`config.mk`:
```
export PLATFORM = sky130hd
export DESIGN_NAME = scan_mux_flat
export DESIGN_NICKNAME = d
export VERILOG_FILES = /design/src/rtl/scan_mux_if.sv /design/src/rtl/scan_mux.sv /design/src/flat_wrapper.sv
export SDC_FILE = /design/constraint.sdc
export NUM_CORES = 1
export LEC_CHECK = 0
export CAP_MARGIN = 20
export CORE_ASPECT_RATIO = 0.6
export CORE_UTILIZATION = 38
export CTS_CLUSTER_SIZE = 24
export DETAILED_ROUTE_END_ITERATION = 10
export PLACE_DENSITY = 0.83
export SLEW_MARGIN = 20
export SYNTH_ARGS = -nofsm -noshare
export SYNTH_HDL_FRONTEND = slang
export SYNTH_SLANG_ARGS = --single-unit
```
`constraint.sdc`:
```
create_clock -name clk -period 2.7 [get_ports clk]
set_input_delay 0.54 -clock clk [delete_from_list [all_inputs] [get_ports clk]]
set_output_delay 0.54 -clock clk [all_outputs]
set_load 0.02 [all_outputs]
```
`src/rtl/scan_mux_if.sv`:
```
// scan_mux_if: request/result bundle for the scan_mux channel selector.
//
// Signals
//   d         packed channel data, channel k at [k*WIDTH +: WIDTH]
//   sel       channel index used in manual mode
//   in_valid  manual-mode request strobe
//   in_ready  request accepted this cycle when high
//   scan_en   level request for automatic scan mode
//   y         selected channel data
//   y_ch      index of the channel presented on y
//   out_valid y / y_ch hold a valid result
//   out_ready consumer accepts the result when high with out_valid
//
// Modports
//   master  the requester / consumer side (drives requests, takes results)
//   slave   the scan_mux side
interface scan_mux_if #(
    parameter int WIDTH = 4,
    parameter int NCH   = 64,
    parameter int SELW  = 6
);
    logic [NCH*WIDTH-1:0] d;
    logic [SELW-1:0]      sel;
    logic                 in_valid;
    logic                 in_ready;
    logic                 scan_en;
    logic [WIDTH-1:0]     y;
    logic [SELW-1:0]      y_ch;
    logic                 out_valid;
    logic                 out_ready;

    modport master (
        output d, sel, in_valid, scan_en, out_ready,
        input  in_ready, y, y_ch, out_valid
    );

    modport slave (
        input  d, sel, in_valid, scan_en, out_ready,
        output in_ready, y, y_ch, out_valid
    );
endinterface

```
`src/rtl/scan_mux.sv`:
```
// scan_mux: two-stage pipelined NCH-to-1 channel selector with an optional
// automatic scan mode that walks every channel index in turn.
//
// Ports
//   clk    sole clock, rising edge
//   reset  synchronous, active-high; clears the pipeline and the mode state
//   bus    scan_mux_if.slave (d, sel, in_valid, in_ready, scan_en,
//          y, y_ch, out_valid, out_ready)
//
// Configuration
//   SCAN_MUX_SCAN_EN  when defined, the MANUAL/SCAN mode FSM and scan counter
//                     are built; when undefined scan_en is ignored and the
//                     block always issues sel/in_valid.
//
// Stage 1 captures the candidate from the lower half and from the upper half
// of the index space (split on the index MSB) together with index and valid;
// stage 2 picks between them with the captured MSB. Indices >= NCH match no
// channel and so produce zero data.
module scan_mux #(
    parameter int WIDTH = 4,
    parameter int NCH   = 64,
    parameter int SELW  = 6
) (
    input logic      clk,
    input logic      reset,
    scan_mux_if.slave bus
);

    localparam logic [SELW-1:0] MSB_MASK = SELW'(1) << (SELW - 1);
    localparam logic [SELW-1:0] LAST_CH  = SELW'(NCH - 1);

    logic            en;
    logic [SELW-1:0] issue_idx;
    logic            issue_vld;

    logic [SELW-1:0]  lo_idx;
    logic [SELW-1:0]  hi_idx;
    logic [WIDTH-1:0] lo_pick;
    logic [WIDTH-1:0] hi_pick;

    logic [WIDTH-1:0] s1_lo_q,  s1_lo_d;
    logic [WIDTH-1:0] s1_hi_q,  s1_hi_d;
    logic [SELW-1:0]  s1_idx_q, s1_idx_d;
    logic             s1_vld_q, s1_vld_d;
    logic [WIDTH-1:0] y_q,      y_d;
    logic [SELW-1:0]  y_ch_q,   y_ch_d;
    logic             out_valid_q, out_valid_d;

    // The whole pipeline advances together whenever the output slot is free
    // or being consumed.
    assign en           = bus.out_ready | ~out_valid_q;
    assign bus.in_ready = en;

`ifdef SCAN_MUX_SCAN_EN
    typedef enum logic {
        MANUAL = 1'b0,
        SCAN   = 1'b1
    } mode_t;

    mode_t           state_q, state_d;
    logic [SELW-1:0] cnt_q,   cnt_d;

    // In SCAN the counter supplies an always-valid request.
    always_comb begin
        issue_idx = bus.sel;
        issue_vld = bus.in_valid;
        if (state_q == SCAN) begin
            issue_idx = cnt_q;
            issue_vld = 1'b1;
        end
    end

    // The counter only moves when its request is actually accepted, so no
    // index is skipped while the output is stalled.
    always_comb begin
        state_d = state_q;
        cnt_d   = cnt_q;
        if (state_q == SCAN && en) begin
            cnt_d = (cnt_q == LAST_CH) ? '0 : cnt_q + 1'b1;
        end
        case (state_q)
            MANUAL: begin
                if (bus.scan_en) begin
                    state_d = SCAN;
                    cnt_d   = '0;
                end
            end
            SCAN: begin
                if (!bus.scan_en) begin
                    state_d = MANUAL;
                end
            end
            default: state_d = MANUAL;
        endcase
    end

    always_ff @(posedge clk) begin
        if (reset) begin
            state_q <= MANUAL;
            cnt_q   <= '0;
        end else begin
            state_q <= state_d;
            cnt_q   <= cnt_d;
        end
    end
`else
    logic unused_scan_en;

    assign unused_scan_en = bus.scan_en;
    assign issue_idx      = bus.sel;
    assign issue_vld      = bus.in_valid;
`endif

    // Candidate channel in each half; an index with no matching channel
    // leaves the pick at zero, which is how out-of-range requests read 0.
    always_comb begin
        lo_idx  = issue_idx & ~MSB_MASK;
        hi_idx  = issue_idx | MSB_MASK;
        lo_pick = '0;
        hi_pick = '0;
        for (int k = 0; k < NCH; k++) begin
            if (lo_idx == SELW'(k)) begin
                lo_pick = bus.d[k*WIDTH +: WIDTH];
            end
            if (hi_idx == SELW'(k)) begin
                hi_pick = bus.d[k*WIDTH +: WIDTH];
            end
        end
    end

    always_comb begin
        s1_lo_d     = s1_lo_q;
        s1_hi_d     = s1_hi_q;
        s1_idx_d    = s1_idx_q;
        s1_vld_d    = s1_vld_q;
        y_d         = y_q;
        y_ch_d      = y_ch_q;
        out_valid_d = out_valid_q;
        if (en) begin
            s1_lo_d     = lo_pick;
            s1_hi_d     = hi_pick;
            s1_idx_d    = issue_idx;
            s1_vld_d    = issue_vld;
            y_d         = s1_idx_q[SELW-1] ? s1_hi_q : s1_lo_q;
            y_ch_d      = s1_idx_q;
            out_valid_d = s1_vld_q;
        end
    end

    always_ff @(posedge clk) begin
        if (reset) begin
            s1_lo_q     <= '0;
            s1_hi_q     <= '0;
            s1_idx_q    <= '0;
            s1_vld_q    <= 1'b0;
            y_q         <= '0;
            y_ch_q      <= '0;
            out_valid_q <= 1'b0;
        end else begin
            s1_lo_q     <= s1_lo_d;
            s1_hi_q     <= s1_hi_d;
            s1_idx_q    <= s1_idx_d;
            s1_vld_q    <= s1_vld_d;
            y_q         <= y_d;
            y_ch_q      <= y_ch_d;
            out_valid_q <= out_valid_d;
        end
    end

    assign bus.y         = y_q;
    assign bus.y_ch      = y_ch_q;
    assign bus.out_valid = out_valid_q;

endmodule

```
`src/flat_wrapper.sv`:
```
// flat-port wrapper written by rule: the top's interface ports become plain ports
module scan_mux_flat 
#(
    parameter int WIDTH = 4,
    parameter int NCH   = 64,
    parameter int SELW  = 6
)
  (clk, reset, bus_d, bus_sel, bus_in_valid, bus_scan_en, bus_out_ready, bus_in_ready, bus_y, bus_y_ch, bus_out_valid);
  scan_mux_if #(.WIDTH(WIDTH), .NCH(NCH), .SELW(SELW)) bus_i ();
  input logic clk;
  input logic reset;
  input wire logic [$bits(bus_i.d)-1:0] bus_d;
  input wire logic [$bits(bus_i.sel)-1:0] bus_sel;
  input wire logic [$bits(bus_i.in_valid)-1:0] bus_in_valid;
  input wire logic [$bits(bus_i.scan_en)-1:0] bus_scan_en;
  input wire logic [$bits(bus_i.out_ready)-1:0] bus_out_ready;
  output wire logic [$bits(bus_i.in_ready)-1:0] bus_in_ready;
  output wire logic [$bits(bus_i.y)-1:0] bus_y;
  output wire logic [$bits(bus_i.y_ch)-1:0] bus_y_ch;
  output wire logic [$bits(bus_i.out_valid)-1:0] bus_out_valid;
  assign bus_i.d = bus_d;
  assign bus_i.sel = bus_sel;
  assign bus_i.in_valid = bus_in_valid;
  assign bus_i.scan_en = bus_scan_en;
  assign bus_i.out_ready = bus_out_ready;
  assign bus_in_ready = bus_i.in_ready;
  assign bus_y = bus_i.y;
  assign bus_y_ch = bus_i.y_ch;
  assign bus_out_valid = bus_i.out_valid;
  scan_mux #(.WIDTH(WIDTH), .NCH(NCH), .SELW(SELW)) u_core (.clk(clk), .reset(reset), .bus(bus_i));
endmodule
```
==> impl_metrics.toml, run 1 <==
[setup_path]
regToRegSetupSlack_ns = 0.96
cp-startpoint = "bus_sel[3]"
path_class = "input port to flop"
cp.arrival_ns = 2.81
reg2reg_from = "u_core.bus.out_valid"
cp-start-kind = "input port"
worstReg2RegEnd = "u_core.s1_lo_q[3]"
r2r_cells = 7
required_ns = 2.83
cp-end-kind = "flop"
crit_fanout = 28

[global_routing]
gr-total-overflow = 0
grt_pass1_vias = 6471
grt_pass1_wl_um = 36400
antenna_found_initial = 0
grt_util_all_layers_pct = 39.6
grt_max_degree = 38

[sta]
tns_ns = 0
tightestPinTransition_ns = 0.600
rsz0062_at_grt = "false"
finalClockSkew_ns = 0.00528
setup_violations = 0
hold_ws_ns = 0.450
post-route-min-period_ns = 2.67
slew_viol_final = 0
fmax_ghz = 0.374
post-route-period-util_pct = 99.0
hold_violations = 0
slew_headroom_pct = 59.5

[cells_and_area]
drive_gt1_share_pct = 12.2
post-route-cell-area_mm2 = 0.00780
final_util_pct = 71.6
syn_to_final_growth_pct = 77.7
nets = 1197
diodes = 0

[min_path]
holdPathEnd = "u_core.bus.y_ch[1]"
holdCritPathClass = "flop to flop"
min_from = "u_core.bus.y_ch[1]"
holdPathStages = 2

[synthesis]
synth_edf_count = 0
synth_area_leaders = "dfxtp_1 12%, mux2i_1 10%, a21oi_1 7.5%"
synth_nets = 901
ys_warn_count = 0
synth_cells = 634
ys_types = 78
synth.most_common_cell = "a21oi_1"
synth_top_area_share_pct = 11.9
ys.flop_type = "dfxtp_1"
syn_area_mm2 = 0.00439
synth-seq-area-share_pct = 11.9
syn_avg_cell_area_um2 = 6.92
ys_ff_latch = 26
yosysTopAreaCell = "dfxtp_1"
synth_commonest_cells = "66 x a21oi_1, 55 x nand2_1, 50 x o21ai_0"
async_reset_ff_share_pct = 0

[clocking]
cts_resized = 0
cts.clk_slew.worst_paths_ns = 0.07
h-tree-depth = 1
cts.path.max_buffers = 2
clock_sinks = 26
insertion_delay_ns = 0.27
cts_root_buffer = "clkbuf_16"
cts_buffers = 3
cts_setup_buffers = 0
cts-hold-fix-buffers = 0
cts_tree = "done"

[pwr]
switchingPower_mw = 0.661
swShare_pct = 32.9
combPwrFrac_pct = 56.0
power.internal_mw = 1.35
power.leakage_nw = 3.02
vdd.ir_drop.worst_v = 0.000306
seq_power_share_pct = 21.9
pwr_density_cell_mw_per_mm2 = 258
finalPower_mw = 2.01
p_clk_share_pct = 22.1

[place]
io_buffers = 277
dpl.hpwl_um = 19600
place_congestion = 1.03
post_dp_cell_area_mm2 = 0.00768

[drt]
first_pass_iters = 6
drtIter0Drc = 631
vias = 6765
wl_per_cell_um = 22.8
drt_wl_total_um = 24400
ant_nets = 0
routed_via_density = 6.33
drcViolationCount = 0

[floorplanning]
start_util_pct = 40.3
die-area_mm2 = 0.0120
die_height_um = 85.2
die_w_um = 141
rows = 29
core_mm2 = 0.0109
ios = 279

[run]
cap_violations = 0

[outcome]
status = "completed"
## sequential cells by signal, summed over array words and instances (netlist names)
signal and flops:
u_core.bus.out_valid 1, u_core.bus.y_ch 6, u_core.bus.y 4, u_core.s1_lo_q 4, u_core.s1_vld_q 1, u_core.s1_hi_q 4, u_core.s1_idx_q 6
## placed cells by master (no fill, tap or decap), types with 9 or more instances in the layout
cell             synthesis  routed
mux2i_1                 44      44
nand2_1                 55      55
nor3_1                  15      15
o21ai_0                 50      50
o22ai_1                 27      27
nand3_1                 12      12
a21oi_1                 66      66
a211oi_1                18      18
buf_4                    8      79
nor2_1                  47      47
nor2b_1                 16      16
clkdlybuf4s50_1          0     274
dfxtp_1                 26      26
a31oi_1                  9       9
## kinds of logic (layout without fill, tap and decap cells)
family	after synthesis	in the layout	synth area share, %
compound gates	267	267	40.2
xor+xnor	1	1	0.200
simple gates	201	201	24.0
mux	57	57	14.4
buf+inv	82	377	9.27
flops	26	26	11.9
## worst max path at each step
| stage | endpoint | slack, ns | cells past startpoint |
|---|---|---|---|
| finish | u_core.s1_hi_q[1] | 0.03 | 9 |
| global route | u_core.s1_hi_q[1] | 0.00005 | 7 |
| CTS | u_core.s1_hi_q[1] | 0.15 | 7 |
| detailed placement | u_core.s1_hi_q[1] | -0.12 | 7 |
| global placement | u_core.s1_hi_q[1] | -0.06 | 7 |
| floorplan | u_core.s1_lo_q[2] | 0.57 | 8 |
## worst max-delay path, stage by stage
cell and delay (ns):
clkdlybuf4s50_1 0.51, buf_12 0.19, or3b_1 0.25, buf_4 0.21, o211ai_1 0.12, nand4_1 0.12
a211oi_1 0.08, o41ai_1 0.62, a31oi_1 0.16
## area by class of cell
cell class,instances,area [um2]
tap,139,174
sequential,26,520
timing repair buffer,361,3480
multi-input combinational,526,3470
inverter,12,45.0
clock inverter,1,30.0
fill,882,3090
clock buffer,3,75.1
## layer usage
metal | global-route usage [%] | share of wire (%) | vias up
li1 | - | - | 3027
met1 | 53.2 | 41 | 3098
met2 | 62.0 | 43 | 564
met3 | 12.5 | 14 | 76
met4 | 8.10 | 2.1 | 0
met5 | 0 | 0 | -
## power groups by stage
| stage | sequential [mW] | clock [mW] | combinational (mW) |
|---|---|---|---|
| after floorplan | 0.451 | 0 | 0.441 |
| after global placement | 0.445 | 0 | 1.08 |
| after detailed placement | 0.447 | 0 | 1.09 |
| after CTS | 0.438 | 0.450 | 1.10 |
| after global routing | 0.442 | 0.463 | 1.18 |
| final | 0.440 | 0.443 | 1.13 |
## metrics by stage
step,worst slack [ns],instances
CTS,0.155,1068
global route,0.0000473,1068
global placement,-0.0572,1064
floorplan,0.570,634
detailed placement,-0.121,1064
finish,0.0276,1068
No activity file was read; power rests on OpenSTA's default activity.
==> run 2, diff against run 1 <==
--- a/config.mk
+++ b/config.mk
@@ -8,6 +8,7 @@
 export CAP_MARGIN = 20
 export CORE_ASPECT_RATIO = 0.6
 export CORE_UTILIZATION = 38
+export CTS_CLUSTER_DIAMETER = 80
 export CTS_CLUSTER_SIZE = 24
 export DETAILED_ROUTE_END_ITERATION = 10
 export PLACE_DENSITY = 0.83
==> results of run 2 <==
The final DEF is identical to that of run 1; final timing and power are the same.
